File: config.mk
export PLATFORM = sky130hd
export DESIGN_NAME = pipe_stage_reg
export DESIGN_NICKNAME = d
export VERILOG_FILES = /design/src/rtl/pipe_pkg.sv /design/src/rtl/pipe_entry_reg.sv /design/src/rtl/pipe_stage_reg.sv
export SDC_FILE = /design/constraint.sdc
export NUM_CORES = 1
export LEC_CHECK = 0
export CAP_MARGIN = 20
export CORE_UTILIZATION = 45
export CTS_CLUSTER_SIZE = 12
export DETAILED_ROUTE_END_ITERATION = 12
export PLACE_DENSITY = 0.74
export RECOVER_POWER = 100
export SLEW_MARGIN = 20
export SYNTH_ARGS = -nofsm -noshare
export SYNTH_HDL_FRONTEND = slang
export SYNTH_SLANG_ARGS = --single-unit
File: constraint.sdc
create_clock -name clk -period 2.25 [get_ports clk]
set_clock_uncertainty 0.2 [all_clocks]
set_input_delay 0.45 -clock clk [delete_from_list [all_inputs] [get_ports clk]]
set_output_delay 0.45 -clock clk [all_outputs]
set_load 0.005 [all_outputs]
File: src/rtl/pipe_pkg.sv
// Shared pipeline-stage constants: occupancy codes and bubble encoding.
package pipe_pkg;

  localparam logic [1:0] OCC_EMPTY = 2'd0;
  localparam logic [1:0] OCC_ONE   = 2'd1;
  localparam logic [1:0] OCC_FULL  = 2'd2;

  // Replicated across the payload width to form the default bubble.
  localparam logic PIPE_NOP = 1'b0;

endpackage

File: src/rtl/pipe_entry_reg.sv
// One storage slot of a stage register: payload plus valid flag.
// Clear wins over load; a cleared slot holds the bubble value.
module pipe_entry_reg #(
  parameter int WIDTH = 16,
  parameter logic [WIDTH-1:0] NOP_VAL = '0
) (
  input  logic             clk,
  input  logic             rst,
  input  logic             load,
  input  logic             clear,
  input  logic [WIDTH-1:0] d,
  output logic [WIDTH-1:0] q,
  output logic             vld
);

  always_ff @(posedge clk or posedge rst) begin
    if (rst) begin
      q   <= NOP_VAL;
      vld <= 1'b0;
    end else if (clear) begin
      q   <= NOP_VAL;
      vld <= 1'b0;
    end else if (load) begin
      q   <= d;
      vld <= 1'b1;
    end
  end

endmodule

File: src/rtl/pipe_stage_reg.sv
// Valid/ready pipeline stage register with a 2-entry skid buffer,
// registered in_ready and synchronous flush.
module pipe_stage_reg
  import pipe_pkg::*;
#(
  parameter int WIDTH = 16,
  parameter logic [WIDTH-1:0] NOP_VAL = {WIDTH{PIPE_NOP}}
) (
  input  logic             clk,
  input  logic             rst,
  input  logic             in_valid,
  output logic             in_ready,
  input  logic [WIDTH-1:0] in_data,
  output logic             out_valid,
  input  logic             out_ready,
  output logic [WIDTH-1:0] out_data,
  input  logic             flush,
  output logic [1:0]       occ
);

  logic [1:0]       occ_q, occ_d;
  logic             ready_q, ready_d;
  logic             in_xfer, out_xfer;
  logic             main_load, main_clr;
  logic             skid_load, skid_clr;
  logic [WIDTH-1:0] main_d, main_q, skid_q;
  logic             main_vld, skid_vld;

  assign in_xfer  = in_valid & ready_q;
  assign out_xfer = main_vld & out_ready;

  always_comb begin
    occ_d     = occ_q;
    main_load = 1'b0;
    main_clr  = 1'b0;
    skid_load = 1'b0;
    skid_clr  = 1'b0;
    main_d    = in_data;
    if (flush) begin
      occ_d    = OCC_EMPTY;
      main_clr = 1'b1;
      skid_clr = 1'b1;
    end else begin
      unique case (occ_q)
        OCC_EMPTY: begin
          if (in_xfer) begin
            main_load = 1'b1;
            occ_d     = OCC_ONE;
          end
        end
        OCC_ONE: begin
          if (in_xfer && out_xfer) begin
            main_load = 1'b1;
          end else if (out_xfer) begin
            main_clr = 1'b1;
            occ_d    = OCC_EMPTY;
          end else if (in_xfer) begin
            skid_load = 1'b1;
            occ_d     = OCC_FULL;
          end
        end
        OCC_FULL: begin
          if (out_xfer && skid_vld) begin
            main_load = 1'b1;
            main_d    = skid_q;
            skid_clr  = 1'b1;
            occ_d     = OCC_ONE;
          end
        end
        default: begin
          occ_d    = OCC_EMPTY;
          main_clr = 1'b1;
          skid_clr = 1'b1;
        end
      endcase
    end
    ready_d = (occ_d != OCC_FULL);
  end

  always_ff @(posedge clk or posedge rst) begin
    if (rst) begin
      occ_q   <= OCC_EMPTY;
      ready_q <= 1'b1;
    end else begin
      occ_q   <= occ_d;
      ready_q <= ready_d;
    end
  end

  pipe_entry_reg #(
    .WIDTH   (WIDTH),
    .NOP_VAL (NOP_VAL)
  ) u_main (
    .clk   (clk),
    .rst   (rst),
    .load  (main_load),
    .clear (main_clr),
    .d     (main_d),
    .q     (main_q),
    .vld   (main_vld)
  );

  pipe_entry_reg #(
    .WIDTH   (WIDTH),
    .NOP_VAL (NOP_VAL)
  ) u_skid (
    .clk   (clk),
    .rst   (rst),
    .load  (skid_load),
    .clear (skid_clr),
    .d     (in_data),
    .q     (skid_q),
    .vld   (skid_vld)
  );

  assign in_ready  = ready_q;
  assign out_valid = main_vld;
  assign out_data  = main_q;
  assign occ       = occ_q;

endmodule

Yosys cells after proc, flatten, opt, wreduce, memory -nomap -nowiden:

Cells that the tools add are included.

* bits in registers: 37
* bits of input ports: 21
* output and inout bits: 20
* word-level logic and storage cells: 51

* equality and inequality tests: 3
* muxes and demuxes: 33
* bitwise logic cells: 2
* reduce and logical (&&, ||, !) cells: 7

Operators with widths (count)
* $mux 16: 7
* $mux 1: 16
* $mux 2: 6
* $pmux 2 s3: 1
* $pmux 1 s2: 2
* $reduce_bool 2->1: 2
* $reduce_or 2->1: 2
* $pmux 1 s3: 1
* $and 1x1->1: 2
* $eq 2x1->1 const B: 1
* $eq 2x2->1 const B: 1
* $logic_and 1x1->1: 2
* $logic_not 2->1: 1
* $ne 2x2->1 const B: 1

Longest topological paths before layout:

Gate-level depths: netlist of the first run.

* depth in word-level cells: 8
* gate-level depth with buffers: 6
* depth with buffers taken out: 4

Hierarchy:

Synthesis of the first run repeated with hierarchy kept, for this count alone.

* cells, all modules: 156
* area, all modules: 1828.0 um^2

By module, submodules not included
* pipe_entry_reg: instances 2, cells each 56, area each 698.2 um^2, seq. area each 425.4 um^2
* pipe_stage_reg: instances 1, cells each 44, area each 431.7 um^2, seq. area each 76.3 um^2

Least setup slack after synthesis of the first run:

OpenSTA, ideal clock, no wires.

* path kind: reg-to-reg
* start point: register occ_q[1] (netlist: occ[1])
* end point: register u_main.q[0]
* library setup time: 0.123 ns
* arrival: 1.364 ns
* required time: 1.927 ns
* path slack: 0.563 ns
* stages on the path, launching flop included: 7
* buffers on the path: 2
* clock period less this slack: 1.687 ns
* cells stage by stage: dfrtp_1 nand4_1 or3_1 buf_6 buf_12 mux2i_1 o2bb2ai_1

* cells in the longest elaborated chain, start to end: 5
* elaborated cells on any way between the ends: 13
* classes of those cells: 2 x eq/ne; 8 x mux; 3 x reduce/logical

RTL lines
* start, declared: line pipe_stage_reg.sv:21 `logic [1:0] occ_q, occ_d;`
* start signal, assigned: line pipe_stage_reg.sv:82 `occ_q <= OCC_EMPTY;`
* start signal, assigned: line pipe_stage_reg.sv:85 `occ_q <= occ_d;`
* $eq 2x2->1 / $logic_not 2->1 (equally long branches): line pipe_stage_reg.sv:44 `unique case (occ_q)`
* $reduce_or 2->1 (no source line) / $mux 16 (equally long branches)
* $pmux 1 s2 / $mux 16 (equally long branches): line pipe_stage_reg.sv:44, pipe_stage_reg.sv:39
* $mux 1 / $mux 16 (equally long branches): line pipe_stage_reg.sv:39, pipe_entry_reg.sv:23
* $mux 16 / $reduce_bool 2->1 (equally long branches)
* end signal, assigned: line pipe_entry_reg.sv:18 `q <= NOP_VAL;`
* end signal, assigned: line pipe_entry_reg.sv:21 `q <= NOP_VAL;`
* end signal, assigned: line pipe_entry_reg.sv:24 `q <= d;`
* end, declared: line pipe_entry_reg.sv:12 `output logic [WIDTH-1:0] q,`

Several ways; a longest one is shown, not always the timed one. The select of a mux whose other input is x is not followed.
A chain may end at the register's enable or synchronous reset.

Worst setup path after layout of the first run:

* start point: input port out_ready
* end point: register u_main.q[0]

* cells in the longest elaborated chain, start to end: 7
* elaborated cells on any way between the ends: 17
* classes of those cells: 13 x mux; 1 x bitwise; 3 x reduce/logical

RTL lines
* start, declared: line pipe_stage_reg.sv:15 `input logic out_ready,`
* $and 1x1->1 (*): line pipe_stage_reg.sv:30 `assign out_xfer = main_vld & out_ready;`
* $logic_and 1x1->1: line pipe_stage_reg.sv:63 `if (out_xfer && skid_vld) begin`
* $mux 16: line pipe_stage_reg.sv:63
* $mux 16: line pipe_stage_reg.sv:44
* $mux 16: line pipe_stage_reg.sv:39 `if (flush) begin`
* $mux 16: line pipe_entry_reg.sv:23 `end else if (load) begin`
* $mux 16: line pipe_entry_reg.sv:20 `end else if (clear) begin`

Every way passes the cells marked *; elsewhere a longest branch is shown, timed or not. The select of a mux whose other input is x is not followed.

==> results.toml, run 1 <==
[floorplan]
row_count = 21
core_um2 = 3470
die_h_um = 63.4
die-area_um2 = 4010
start_util_pct = 48.8
die-width_um = 63.4
ios = 41

[worst_setup_path]
worstSetupPathDepth = 6
required_ns = 2.22
timing_worst_setup_path_type = "primary input to register"
rrSetupSlack_ns = 0.38
path_max_fanout = 9
endpoint_kind = "register"
r2r_cells = 5
crit_start = "out_ready"
slowest_stage = "dlygate4sd3_1"
cp.buffers_inverters = 2
worst_setup_path_start_kind = "primary input"
r2r_end = "u_skid.q[7]$_DFFE_PP0P_"
path_cells = "dlygate4sd3_1 > nand4_1 > or3_1 > buf_4 > mux2i_1 > o2bb2ai_1"
slowest_delay_ns = 0.60
critPathCapture = "u_main.q[0]$_DFFE_PP0P_"
arrival_ns = 2.04
r2r_start = "in_ready$_DFF_PP1_"
cp_top_family = "buffers and inverters"

[hold_path]
min_path_type = "register to register"

[route]
drtIter0Drc = 69
avgViaCountPerCell = 5.47
routed_wl_um = 3670
dr.pass1.iters = 4
wl_per_cell_um = 15.8
num_vias = 1274
post-route-drc-count = 0
ant_nets = 0

[run]
maxCapViolations = 0

[power_and_ir_drop]
p_sw_share_pct = 25.6
vdd_drop_max_v = 0.000315
p_leak_nw = 1.24
switching_power_w = 0.000385
power_density_nw_per_um2 = 668
seqPwrFrac_pct = 50.3
p_comb_share_pct = 18.9
p_int_w = 0.00112
pwr-share-clk_pct = 30.8

[timing]
worstMarginPinSlew_ns = 0.897
rsz0062_at_grt = "no"
min_period_ns = 2.07
slew_viol_final = 0
hold_viol = 0
setup_viol_count_final = 0
fmax_mhz = 483
max-slew-margin-rel_pct = 40.2
fin_crit_sh_pct = 92.1

[layout]
drive_gt1_share_pct = 12.3
fin_area_um2 = 2250
post-route-util_pct = 64.8
nNetsFinal = 208
syn_to_final_growth_pct = 32.7
diodes = 0
register_area_um2 = 927
n_fill_cell = 291
multiInputGateArea_um2 = 679

[clocking]
ctsHoldBuffers = 0
clock-root-buffer = "clkbuf_8"
postCtsSetupRepairBufs = 0
htree_levels = 2
clk_pin_slew_ns = 0.07
clock_latency_ns = 0.28
cts_buffers = 5
cts_tree = "built"
clock-sinks = 37
clock_path_buffers = 2
cts_resized = 0

[place]
port_buffers = 40
dpl.hpwl_um = 2580
placed_area_um2 = 2170
place_congestion = 0.950

[synthesis]
avgSynthCellArea_um2 = 12.5
synth_edf_count = 0
syn-num-nets = 157
synth_area_leaders = "dfrtp_1, mux2i_1, o2bb2ai_1"
yosys-top-cells-count = "dfrtp_1, mux2i_1, nor2_1, o2bb2ai_1"
netlist.area_leader.share_pct = 53.2
synthCells = 136
yosysMostFrequentCell = "dfrtp_1"
ys.flop_type = "dfrtp_1"
yosys.cell_types.count = 25
yosysWarnings = 0
syn_area_um2 = 1690
yosysTopAreaCell = "dfrtp_1"
ys_seq_area_share_pct = 54.7
synth-seq-cells = 37
async_flop_share_pct = 100

[global_routing]
grt_antenna_before_repair = 0
grt_pass1_vias = 1326
grt_usage_pct = 20.7
grt_max_degree = 38
grt-ovfl-total = 0
grt_pass1_wl_um = 6310

[outcome]
status = "finished, final reports clean"
[metal layers]
layer	wire length (um)	GRT usage [%]	up-vias
li1	-	-	592
met1	1680	28.1	634
met2	1730	31.6	40
met3	208	5.98	8
met4	51	6.53	0
met5	0	0	-
[area by class of cell]
class                   count  area share (%)
repair buffers             52            21.5
clock buffers               7            3.84
inverters                   4           0.668
flip-flops and latches     37            41.2
multi-input cells          87            30.2
well taps                  46            2.56
[sequential cells by signal, summed over array words and instances (netlist names)]
register and count:
u_main.vld 1, u_skid.vld 1, u_main.q 16, in_ready 1
u_skid.q 16, occ 2
[per-stage QoR]
step           hold WS [ns]  setup slack [ns]  total power, W  cells  setup TNS (ns)
5_1_grt               0.298            0.0938         0.00158    233               0
3_5_place_dp          0.278           -0.0404         0.00107    226         -0.0935
2_1_floorplan         0.279             0.563        0.000902    136               0
6_report              0.284             0.178         0.00150    233               0
3_3_place_gp          0.270            0.0422         0.00106    226               0
4_1_cts               0.296             0.246         0.00153    233               0
[cell usage in the layout, fill, tap and decap left out, types with 2 or more instances in the layout]
cell type	Yosys	final
dfrtp_1	36	36
mux2i_1	32	32
dlygate4sd3_1	0	21
clkdlybuf4s50_1	0	19
nor2_1	17	17
o2bb2ai_1	16	16
buf_4	2	9
clkbuf_8	0	6
inv_1	4	4
a21oi_1	4	4
clkbuf_2	0	3
nand2_1	2	2
o21ai_0	2	2
nand3_1	2	2
nand4_1	2	2
[kinds of logic (layout without fill, tap and decap cells)]
group | after synthesis | after routing | synth area share [%]
buffers and inverters | 12 | 63 | 5.17
muxes | 32 | 32 | 18.9
and+or+nand+nor | 26 | 26 | 6.94
AOI/OAI and AO/OA | 29 | 29 | 14.3
DFF | 37 | 37 | 54.7
[power groups by stage]
stage	sequential [W]	combinational [W]	clock [W]
CTS	0.000758	0.000303	0.000471
finish	0.000756	0.000284	0.000462
global placement	0.000766	0.000296	0
detailed placement	0.000769	0.000302	0
global route	0.000762	0.000311	0.000505
floorplan	0.000765	0.000138	0
[worst min path at each step]
| stage | start | to | depth (start not counted) | slack, ns |
|---|---|---|---|---|
| floorplan | u_main.q[0]$_DFFE_PP0P_ | u_main.q[0]$_DFFE_PP0P_ | 1 | 0.28 |
| global placement | u_main.q[12]$_DFFE_PP0P_ | u_main.q[12]$_DFFE_PP0P_ | 1 | 0.27 |
| detailed placement | u_main.q[13]$_DFFE_PP0P_ | u_main.q[13]$_DFFE_PP0P_ | 1 | 0.28 |
| CTS | u_main.q[13]$_DFFE_PP0P_ | u_main.q[13]$_DFFE_PP0P_ | 1 | 0.30 |
| global route | u_main.q[13]$_DFFE_PP0P_ | u_main.q[13]$_DFFE_PP0P_ | 1 | 0.30 |
| finish | u_main.q[7]$_DFFE_PP0P_ | u_main.q[7]$_DFFE_PP0P_ | 1 | 0.28 |
No activity file was read; power rests on OpenSTA's default activity.
==> run 2, diff against run 1 <==
--- a/config.mk
+++ b/config.mk
@@ -5,11 +5,12 @@
 export SDC_FILE = /design/constraint.sdc
 export NUM_CORES = 1
 export LEC_CHECK = 0
+export ABC_AREA = 1
 export CAP_MARGIN = 20
 export CORE_UTILIZATION = 45
 export CTS_CLUSTER_SIZE = 12
 export DETAILED_ROUTE_END_ITERATION = 12
-export PLACE_DENSITY = 0.74
+export PLACE_DENSITY = 0.72
 export RECOVER_POWER = 100
 export SLEW_MARGIN = 20
 export SYNTH_ARGS = -nofsm -noshare
==> run 2 against run 1 <==
Sequential share of layout area fell by 1.6 points. Count of clock-buffer cells in the layout fell by 1. Highest routed layer unchanged. Largest power group unchanged. Critical path type is now register to output pin. Combinational power decreased by 11%.
==> results.toml, run 2 <==
[place]
placed_area_um2 = 2270
port_buffers = 40
pre_cts_slack_ns = 0.00774
dpl.hpwl_um = 2840
place_congestion = 0.814
dp_cells = 316

[floorplan]
core_um2 = 3800
die-width_um = 66.2
ios = 41
die_h_um = 66.2
start_util_pct = 48.9
row_count = 22
die-area_um2 = 4390

[worst_setup_path]
slowest_delay_ns = 0.56
cp_top_family = "buffers and inverters"
slowest_stage = "dlygate4sd3_1"
path_max_fanout = 2
arrival_ns = 1.38
cp.buffers_inverters = 1
path_cells = "dlygate4sd3_1"
timing_worst_setup_path_type = "register to output pin"
worst_setup_path_start_kind = "register"
endpoint_kind = "output pin"
required_ns = 1.60

[clocking]
clk_pin_slew_ns = 0.07
htree_levels = 2
cts_tree = "built"
postCtsSetupRepairBufs = 0
clock_path_buffers = 2
clock-sinks = 37
ctsHoldBuffers = 0
cts_resized = 0
clock-root-buffer = "clkbuf_8"
cts_buffers = 5
clock_latency_ns = 0.29

[timing]
max-slew-margin-rel_pct = 39.3
setup_viol_count_final = 0
fin_ws_ns = 0.220
fin_crit_sh_pct = 90.2
hold_viol = 0
min_period_ns = 2.03
slew_viol_final = 0
worstMarginPinSlew_ns = 0.910
fmax_mhz = 493
rsz0062_at_grt = "no"
finalSetupTns_ns = 0

[route]
routed_wl_um = 4090
ant_nets = 0
avgViaCountPerCell = 5.06
post-route-drc-count = 0
num_vias = 1638
dr.pass1.iters = 4
wl_per_cell_um = 12.6
drtIter0Drc = 156

[layout]
final_common_cell = "nand2_1"
drive_gt1_share_pct = 10.9
register_area_um2 = 927
nNetsFinal = 296
multiInputGateArea_um2 = 793
stdcell_count = 324
diodes = 0
n_fill_cell = 367
syn_to_final_growth_pct = 26.0
final_cell_mix = "nand2_1, nand3_1, dfrtp_1"
fin_area_um2 = 2340

[synthesis]
synth_area_leaders = "dfrtp_1, nand2_1, nand3_1"
async_flop_share_pct = 100
ys_seq_area_share_pct = 49.9
yosys-top-cells-count = "nand2_1, nand3_1, dfrtp_1, inv_2, inv_1"
synth-seq-cells = 37
syn-num-nets = 254
yosysWarnings = 0
synth_edf_count = 0
syn_area_um2 = 1860
avgSynthCellArea_um2 = 7.97
yosysMostFrequentCell = "nand2_1"
yosysTopAreaCell = "dfrtp_1"
ys.flop_type = "dfrtp_1"
netlist.area_leader.share_pct = 48.5
synthCells = 233
yosys.cell_types.count = 24

[outcome]
status = "finished, final reports clean"

[power_and_ir_drop]
p_leak_nw = 1.30
vdd_drop_max_v = 0.000300
power_density_nw_per_um2 = 612

[hold_path]
min_path_type = "register to register"

[global_routing]
grt_max_degree = 38
grt-ovfl-total = 0
grt_antenna_before_repair = 0
grt_usage_pct = 21.2
grt_pass1_wl_um = 6820
grt_pass1_vias = 1445

[run]
maxCapViolations = 0
## run 2: cell count changes in the layout (fill, tap and decap cells not counted), moves of 3 or more
cell       previous run  this run
nor2_2                0         3
buf_4                 9         3
mux2i_1              32         0
inv_1                 4         7
nand2_2               0         3
nand2_1               2       100
nor2_1               17         1
o2bb2ai_1            16         0
nand3_1               2        51
inv_2                 0         6
nor2_4                0         3
## run 2: cell type report
class                           count  area share (%)
Multi-Input combinational cell    174            33.9
Clock inverter                      2           0.428
Inverter                           13            2.09
Clock buffer                        6            3.10
Sequential cell                    37            39.6
Timing Repair Buffer               44            18.3
Tap cell                           48            2.57
## run 2: where the power goes
part	internal (W)	switching, W	total [W]	leakage [nW]
clock network	0.000214	0.000225	0.000439	0.0450
registers	0.000711	0.0000287	0.000739	0.500
logic	0.000114	0.000141	0.000254	0.750
total	0.00104	0.000394	0.00143	1.30
## run 2: final timing paths
kind                       cells past startpoint                  endpoint  slack (ns)                     start
max                                            1                  in_ready        0.22        in_ready$_DFF_PP1_
min                                            2  u_skid.q[13]$_DFFE_PP0P_        0.27  u_skid.q[13]$_DFFE_PP0P_
max reg2reg                                    6   u_main.q[6]$_DFFE_PP0P_        0.47        in_ready$_DFF_PP1_
min reg2reg                                    2  u_skid.q[13]$_DFFE_PP0P_        0.27  u_skid.q[13]$_DFFE_PP0P_
max in group asynchronous                      3  u_skid.q[14]$_DFFE_PP0P_        0.60                       rst
min in group asynchronous                      3   u_main.q[6]$_DFFE_PP0P_        0.69                       rst
## run 2: cell families (layout without fill, tap and decap cells)
logic type | count (synthesis) | after routing | share of synthesized area [%]
flip-flops | 37 | 37 | 49.9
buffers and inverters | 22 | 65 | 6.60
AO/OA/AOI/OAI | 9 | 9 | 2.96
AND/OR/NAND/NOR | 165 | 165 | 40.5
## run 2: through the flow
step / hold slack [ns] / power [W] / utilization (%)
3_3_place_gp: 0.254 / 0.00102 / 59.8
6_report: 0.274 / 0.00143 / 61.6
3_5_place_dp: 0.259 / 0.00103 / 59.8
2_1_floorplan: 0.243 / 0.000895 / -
4_1_cts: 0.276 / 0.00147 / 62.0
5_1_grt: 0.297 / 0.00152 / 61.6
## run 2: per-layer routing
layer,routed length (um),track usage [%]
met5,0,0
met4,32,7.98
met3,192,4.14
met2,1840,31.1
met1,2030,30.6
==> run 3, diff against run 2 <==
--- a/config.mk
+++ b/config.mk
@@ -7,6 +7,7 @@
 export LEC_CHECK = 0
 export ABC_AREA = 1
 export CAP_MARGIN = 20
+export CORE_ASPECT_RATIO = 1.5
 export CORE_UTILIZATION = 45
 export CTS_CLUSTER_SIZE = 12
 export DETAILED_ROUTE_END_ITERATION = 12
==> run 3 against run 2 <==
Total power is 16% higher. Count of clock-buffer cells in the layout is 1 lower. Sequential share of layout area is 0.81 points lower. Utilization is 1.3 points lower. Clock power is 54% higher. Non-clock buffer count stayed put. Wire length is 0.73% lower. Flip-flop and latch count stayed put. Critical path depth stayed put. Setup slack better by 0.0087 ns. Sequential power hardly changed. Largest power group unchanged. Highest routed layer unchanged.
==> results.toml, run 3 (synthesis gave the netlist of run 2 again) <==
[floorplan]
die-width_um = 54.4
die-area_um2 = 4390
ios = 41
start_util_pct = 46.9
die_h_um = 80.7
row_count = 28
core_um2 = 3960

[route]
num_vias = 1658
dr.pass1.iters = 4
ant_nets = 0
post-route-drc-count = 0
wl_per_cell_um = 12.7
drtIter0Drc = 58
avgViaCountPerCell = 5.17
routed_wl_um = 4060

[layout]
diodes = 0
register_area_um2 = 927
final_cell_mix = "nand2_1, nand3_1, dfrtp_1"
drive_gt1_share_pct = 11.2
fin_area_um2 = 2390
n_fill_cell = 381
post-route-util_pct = 60.3
final_common_cell = "nand2_1"
multiInputGateArea_um2 = 795
nNetsFinal = 296
syn_to_final_growth_pct = 28.6

[worst_setup_path]
required_ns = 1.60
endpoint_kind = "output pin"
slowest_delay_ns = 0.56
cp.buffers_inverters = 1
slowest_stage = "dlygate4sd3_1"
arrival_ns = 1.37
path_max_fanout = 2
worst_setup_path_start_kind = "register"
path_cells = "dlygate4sd3_1"
timing_worst_setup_path_type = "register to output pin"
cp_top_family = "buffers and inverters"

[timing]
min_period_ns = 2.02
slew_viol_final = 0
hold_viol = 0
finalSetupTns_ns = 0
max-slew-margin-rel_pct = 39.7
worstMarginPinSlew_ns = 0.905
fin_crit_sh_pct = 89.8
rsz0062_at_grt = "no"
fmax_mhz = 495
setup_viol_count_final = 0

[global_routing]
grt_pass1_wl_um = 7070
grt_pass1_vias = 1595
grt_max_degree = 38
grt_usage_pct = 22.3
grt-ovfl-total = 0
grt_antenna_before_repair = 0

[run]
maxCapViolations = 0

[hold_path]
min_path_type = "register to register"

[clocking]
clock_latency_ns = 0.29
htree_levels = 2
cts_resized = 0
clock_path_buffers = 2
clock-root-buffer = "clkbuf_8"
clock-sinks = 37
cts_tree = "built"
ctsHoldBuffers = 0
clk_pin_slew_ns = 0.07
cts_buffers = 5
postCtsSetupRepairBufs = 0

[place]
placed_area_um2 = 2270
port_buffers = 40
place_congestion = 0.828
dpl.hpwl_um = 2830

[outcome]
status = "finished, final reports clean"

[power_and_ir_drop]
p_leak_nw = 1.32
power_w = 0.00167
power_density_nw_per_um2 = 698
vdd_drop_max_v = 0.000576
run 3: final timing paths:
| check | from | to | slack, ns | depth (start not counted) |
|---|---|---|---|---|
| worst min-delay path | u_skid.q[0]$_DFFE_PP0P_ | u_skid.q[0]$_DFFE_PP0P_ | 0.27 | 2 |
| worst max-delay path | in_ready$_DFF_PP1_ | in_ready | 0.23 | 1 |
| max in group asynchronous | rst | u_skid.q[8]$_DFFE_PP0P_ | 0.61 | 3 |
| worst min register to register | u_skid.q[0]$_DFFE_PP0P_ | u_skid.q[0]$_DFFE_PP0P_ | 0.27 | 2 |
| worst max register to register | in_ready$_DFF_PP1_ | u_skid.q[15]$_DFFE_PP0P_ | 0.42 | 6 |
| min in group asynchronous | rst | u_main.q[1]$_DFFE_PP0P_ | 0.67 | 3 |
run 3: per-layer routing:
metal	up-vias	track usage [%]	share of wire, %
met5	-	0	0
li1	833	-	-
met2	44	36.7	51
met1	772	27.8	44
met4	0	8.46	2.0
met3	9	4.55	3.3
run 3: area by class of cell:
type	instances	share of cell area (%)
sequential	37	38.8
multi-input combinational	174	33.3
tap	45	2.36
clock inverter	3	2.72
timing repair buffer	44	17.9
inverter	13	2.04
clock buffer	5	2.88
run 3: per-stage QoR:
stage,setup WS [ns],hold WS [ns],instances
2_1_floorplan,0.704,0.243,233
3_3_place_gp,0.0757,0.253,313
3_5_place_dp,0.0639,0.259,313
4_1_cts,0.285,0.277,321
5_1_grt,0.112,0.300,321
6_report,0.229,0.271,321
run 3: power breakdown:
group	leakage (nW)	switching, W	internal [W]
clock	0.0681	0.000235	0.000440
sequential	0.500	0.0000275	0.000710
combinational	0.750	0.000141	0.000113
total	1.32	0.000403	0.00126
